### config.mk
export PLATFORM = sky130hd
export DESIGN_NAME = mem_port_arbiter
export DESIGN_NICKNAME = d
export VERILOG_FILES = /design/src/rtl/mem_arb_pkg.sv /design/src/rtl/mem_arb_pick.sv /design/src/rtl/mem_port_arbiter.sv
export SDC_FILE = /design/constraint.sdc
export NUM_CORES = 1
export LEC_CHECK = 0
export BUFFER_PORTS_ARGS = -buffer_cell sky130_fd_sc_hd__buf_4
export CAP_MARGIN = 10
export CORE_ASPECT_RATIO = 2
export CORE_MARGIN = 4
export CORE_UTILIZATION = 40
export DETAILED_ROUTE_END_ITERATION = 10
export PLACE_DENSITY = 0.81
export SKIP_CTS_REPAIR_TIMING = 1
export SYNTH_ARGS = -nofsm -noshare
export SYNTH_HDL_FRONTEND = slang
export SYNTH_SLANG_ARGS = --single-unit
### constraint.sdc
create_clock -name clk -period 1.95 [get_ports clk]
set_input_delay 0.0975 -clock clk [delete_from_list [all_inputs] [get_ports clk]]
set_output_delay 0.0975 -clock clk [all_outputs]
set_load 0.01 [all_outputs]
### src/rtl/mem_arb_pkg.sv
// Shared types and constants for the I/D memory port arbiter.
package mem_arb_pkg;

  localparam int unsigned XLEN   = 32;
  localparam int unsigned MASK_W = 4;

  // Which requester owns the access currently in the memory pipeline.
  typedef enum logic [1:0] {
    OWN_NONE = 2'd0,
    OWN_I_RD = 2'd1,
    OWN_D_RD = 2'd2,
    OWN_D_WR = 2'd3
  } owner_e;

endpackage

### src/rtl/mem_arb_pick.sv
// Grant selection: D over I, with a saturating starvation guard that forces one I win.
module mem_arb_pick #(
  parameter int unsigned STARVE_LIMIT = 4
) (
  input  logic clk,
  input  logic rst,
  input  logic i_valid,
  input  logic d_valid,
  output logic grant_i,
  output logic grant_d
);

  localparam int unsigned CNT_W = (STARVE_LIMIT < 2) ? 1 : $clog2(STARVE_LIMIT + 1);

  logic [CNT_W-1:0] r_starve_cnt;
  logic             w_force_i;

  // A limit of zero disables the guard entirely.
  assign w_force_i = (STARVE_LIMIT != 0) && i_valid &&
                     (r_starve_cnt == CNT_W'(STARVE_LIMIT));

  assign grant_d = !rst && d_valid && !w_force_i;
  assign grant_i = !rst && i_valid && !grant_d;

  always_ff @(posedge clk or posedge rst) begin
    if (rst) begin
      r_starve_cnt <= '0;
    end else if (!i_valid || grant_i) begin
      r_starve_cnt <= '0;
    end else if (r_starve_cnt != CNT_W'(STARVE_LIMIT)) begin
      r_starve_cnt <= r_starve_cnt + CNT_W'(1);
    end
  end

endmodule

### src/rtl/mem_port_arbiter.sv
// Shares one single-port synchronous memory between fetch (I) and load/store (D) requesters.
module mem_port_arbiter
  import mem_arb_pkg::*;
#(
  parameter int unsigned ADDR_W       = 10,
  parameter int unsigned STARVE_LIMIT = 4
) (
  input  logic              clk,
  input  logic              rst,
  input  logic              i_req_valid,
  input  logic [XLEN-1:0]   i_req_addr,
  output logic              i_req_ready,
  output logic              i_rsp_valid,
  output logic [XLEN-1:0]   i_rsp_data,
  input  logic              d_req_valid,
  input  logic              d_req_wen,
  input  logic [XLEN-1:0]   d_req_addr,
  input  logic [XLEN-1:0]   d_req_wdata,
  input  logic [MASK_W-1:0] d_req_mask,
  output logic              d_req_ready,
  output logic              d_rsp_valid,
  output logic [XLEN-1:0]   d_rsp_data,
  output logic [ADDR_W-1:0] mem_addr,
  output logic              mem_ren,
  output logic              mem_wen,
  output logic [XLEN-1:0]   mem_wdata,
  output logic [MASK_W-1:0] mem_mask,
  input  logic [XLEN-1:0]   mem_rdata
);

  logic            w_grant_i;
  logic            w_grant_d;
  owner_e          w_owner_nxt;
  owner_e          r_owner;
  logic [XLEN-1:0] r_i_hold;
  logic [XLEN-1:0] r_d_hold;
  logic            w_unused;

  // Byte-offset and aliased upper address bits carry no meaning for the memory.
  assign w_unused = ^{i_req_addr[XLEN-1:ADDR_W+2], i_req_addr[1:0],
                      d_req_addr[XLEN-1:ADDR_W+2], d_req_addr[1:0]};

  mem_arb_pick #(
    .STARVE_LIMIT(STARVE_LIMIT)
  ) u_pick (
    .clk     (clk),
    .rst     (rst),
    .i_valid (i_req_valid),
    .d_valid (d_req_valid),
    .grant_i (w_grant_i),
    .grant_d (w_grant_d)
  );

  assign i_req_ready = w_grant_i;
  assign d_req_ready = w_grant_d;

  // Memory strobes and next owner follow the same-cycle grant.
  always_comb begin
    mem_addr    = i_req_addr[ADDR_W+1:2];
    mem_ren     = 1'b0;
    mem_wen     = 1'b0;
    mem_wdata   = '0;
    mem_mask    = '0;
    w_owner_nxt = OWN_NONE;
    if (w_grant_d) begin
      mem_addr = d_req_addr[ADDR_W+1:2];
      if (d_req_wen) begin
        mem_wen     = 1'b1;
        mem_wdata   = d_req_wdata;
        mem_mask    = d_req_mask;
        w_owner_nxt = OWN_D_WR;
      end else begin
        mem_ren     = 1'b1;
        w_owner_nxt = OWN_D_RD;
      end
    end else if (w_grant_i) begin
      mem_ren     = 1'b1;
      w_owner_nxt = OWN_I_RD;
    end
  end

  // Owner tracks the access whose data arrives next cycle; holds keep the last delivered word.
  always_ff @(posedge clk or posedge rst) begin
    if (rst) begin
      r_owner  <= OWN_NONE;
      r_i_hold <= '0;
      r_d_hold <= '0;
    end else begin
      r_owner <= w_owner_nxt;
      if (r_owner == OWN_I_RD) begin
        r_i_hold <= mem_rdata;
      end
      if (r_owner == OWN_D_RD) begin
        r_d_hold <= mem_rdata;
      end else if (r_owner == OWN_D_WR) begin
        r_d_hold <= '0;
      end
    end
  end

  assign i_rsp_valid = (r_owner == OWN_I_RD);
  assign d_rsp_valid = (r_owner == OWN_D_RD) || (r_owner == OWN_D_WR);
  assign i_rsp_data  = i_rsp_valid ? mem_rdata : r_i_hold;

  always_comb begin
    d_rsp_data = r_d_hold;
    if (r_owner == OWN_D_RD) begin
      d_rsp_data = mem_rdata;
    end else if (r_owner == OWN_D_WR) begin
      d_rsp_data = '0;
    end
  end

endmodule

==> flow_summary.yaml <==
layout:
  final_cell_mix: "buf_4, dfrtp_1, nand2_1"
  final_common_cell: "buf_4"
  n_antenna_cell: 0
  utilization: 0.668
  syn_to_final_growth_pct: 62.4
  final_nets: 641
  layout-drive-gt1-share: 0.602
  nFillCells: 630
critical_path:
  reg2regPathDepth: 3
  start_kind: "flip-flop"
  critPathCaptureType: "primary output"
  crit_path_max_fanout: 6
  r2r_start: "r_owner[1]"
  r2r-end: "r_i_hold[0]"
  reg2reg_setup_slack_ns: 0.54
  crit_end: "mem_addr[7]"
  worst-setup-path-type: "reg -> out"
  arrival_ns: 1.78
  crit_path_start: "u_pick.r_starve_cnt[0]"
  cp_data_required_time_ns: 1.85
clock_tree:
  cts_htree_levels: 3
  cts.path.max_buffers: 2
  cts-buffers-inserted: 9
  clock_latency_ns: 0.33
  clk_transition_reported_paths_ns: 0.06
  cts.sinks: 69
  cts_root_buf: "clkbuf_16"
  cts_tree: "done"
min_path:
  hp-class: "in -> async"
synthesis:
  synth_area_per_cell_um2: 11.3
  syn_nets: 429
  netlist_area_um2: 3270
  syn_inst: 290
  ys_ff_latch: 69
  ys_seq_area_frac: 0.528
  yosysWarnings: 0
  yosysUniqueCellTypes: 28
outcome:
  violations: "hold timing"
  status: "finished, violations left"
routing:
  first_pass_iters: 6
  via_count: 2959
  wire_per_inst_um: 18.7
  routed_wl_mm: 11.3
  remaining_drc_errors: 0
  vias_per_cell: 4.91
  initialDrtViolationCount: 88
  ant_nets: 0
global_route:
  grt_usage: 0.221
  antenna_found_initial: 0
  grt_start_max_net_pins: 40
  grt_overflow: 0
  grt_pass1_vias: 3227
  grt_first_pass_wirelength_mm: 16.2
timing:
  fin_crit_ns: 1.88
  hold_violations: 29
  maxSlewViolCount: 0
  slew-limit-headroom: 0.671
  grt_setup_unrepaired: "true"
  clock.fmax_ghz: 0.532
  tightest_slew_ns: 0.493
  fin_crit_sh: 0.963
  whs_ns: -0.0220
  clock_skew_ns: 0.00526
  finalSetupViolations: 0
place:
  port_buffers: 208
  gp_congestion: 0.852
  dp_hpwl_mm: 8.58
power_and_ir_drop:
  p_per_area_nw_per_um2: 898
  vdd_ir_drop_max_mv: 0.608
  p_leak_nw: 2.76
floorplan:
  die_w_um: 71.9
  initial_utilization: 0.412
  core_um2: 7940
  std_cell_rows: 46
  fp.dieH_um: 136
  die_area_um2: 9770
  io_pins: 253
run:
  cap_violations: 0
-- layer usage --
layer	up-vias	routed length, µm	track usage
met2	172	6180	0.390
met1	1422	3910	0.237
met4	0	327	0.107
met5	-	0	0
met3	19	883	0.0622
li1	1346	-	-
-- worst min-delay path by stage --
stage / startpoint / end / slack (ns)
after global routing: mem_rdata[11] / r_i_hold[11] / 0.01
final: rst / u_pick.r_starve_cnt[0] / -0.02
after global placement: rst / u_pick.r_starve_cnt[1] / 0.27
after floorplan: rst / mem_ren / 0.23
after CTS: rst / r_i_hold[18] / -0.06
after detailed placement: rst / u_pick.r_starve_cnt[0] / 0.29
-- metrics by stage --
| stage | cells | setup TNS [ns] | setup slack (ns) | total power (W) | area, µm² |
|---|---|---|---|---|---|
| 2_1_floorplan | 290 | 0 | 0.156 | 0.00239 | 3270 |
| 3_3_place_gp | 582 | 0 | 0.266 | 0.00306 | 4900 |
| 4_1_cts | 598 | -5.31 | -0.124 | 0.00479 | 5200 |
| 6_report | 603 | 0 | 0.0720 | 0.00477 | 5310 |
| 5_1_grt | 603 | -0.00129 | -0.00129 | 0.00499 | 5310 |
| 3_5_place_dp | 582 | 0 | 0.236 | 0.00311 | 4900 |
-- cell usage after synthesis --
cell type	instances	area, µm²
and2_4	7	61.3
mux2_4	29	435
nand2_1	38	143
nor2b_1	2	12.5
clkbuf_1	4	15.0
buf_8	1	15.0
mux2_2	13	146
a21o_1	1	7.51
nor2_1	2	7.51
o21ai_0	29	145
nor3_1	1	5.00
and2_1	20	125
buf_4	1	7.51
a21oi_1	1	5.00
inv_2	1	3.75
and4_4	1	11.3
buf_2	4	20.0
buf_6	6	67.6
clkbuf_2	2	10.0
o21ai_1	5	25.0
inv_1	35	131
nand3_1	2	10.0
nand3_2	1	10.0
o22ai_1	2	12.5
nor3_2	1	10.0
ha_1	2	25.0
dfrtp_1	69	1730
and2_2	10	75.1
-- where the power goes --
part / internal [W] / switching (W) / total [W]
logic: 0.000753 / 0.000600 / 0.00135
registers: 0.00167 / 0.0000833 / 0.00176
clock network: 0.00103 / 0.000627 / 0.00166
total: 0.00346 / 0.00131 / 0.00477
-- flip-flops by register name, summed over array words and instances (netlist names) --
name and count:
u_pick.r_starve_cnt 3, r_owner 2, r_i_hold 32, r_d_hold 32
-- logic make-up after synthesis --
logic type | count (synthesis) | synth area share
mux | 42 | 0.178
simple gates | 85 | 0.144
fa+ha+maj | 2 | 0.00765
compound gates | 38 | 0.0597
flops | 69 | 0.528
buf+inv | 54 | 0.0827
-- layout make-up --
| cell class | instances | area (µm²) | area share |
|---|---|---|---|
| Timing Repair Buffer | 218 | 1690 | 0.318 |
| Multi-Input combinational cell | 168 | 1330 | 0.251 |
| Clock inverter | 6 | 70.1 | 0.0132 |
| Clock buffer | 10 | 239 | 0.0450 |
| Tap cell | 96 | 120 | 0.0226 |
| Sequential cell | 69 | 1730 | 0.325 |
| Inverter | 36 | 135 | 0.0255 |
-- worst max-delay path: stages (launching register included) --
cell     delay [ns]
dfrtp_1        0.40
inv_2          0.09
ha_4           0.16
nand3_4        0.09
nand3_4        0.09
buf_6          0.13
mux2_2         0.35
buf_4          0.15
Power figures use the tool's default switching activity.
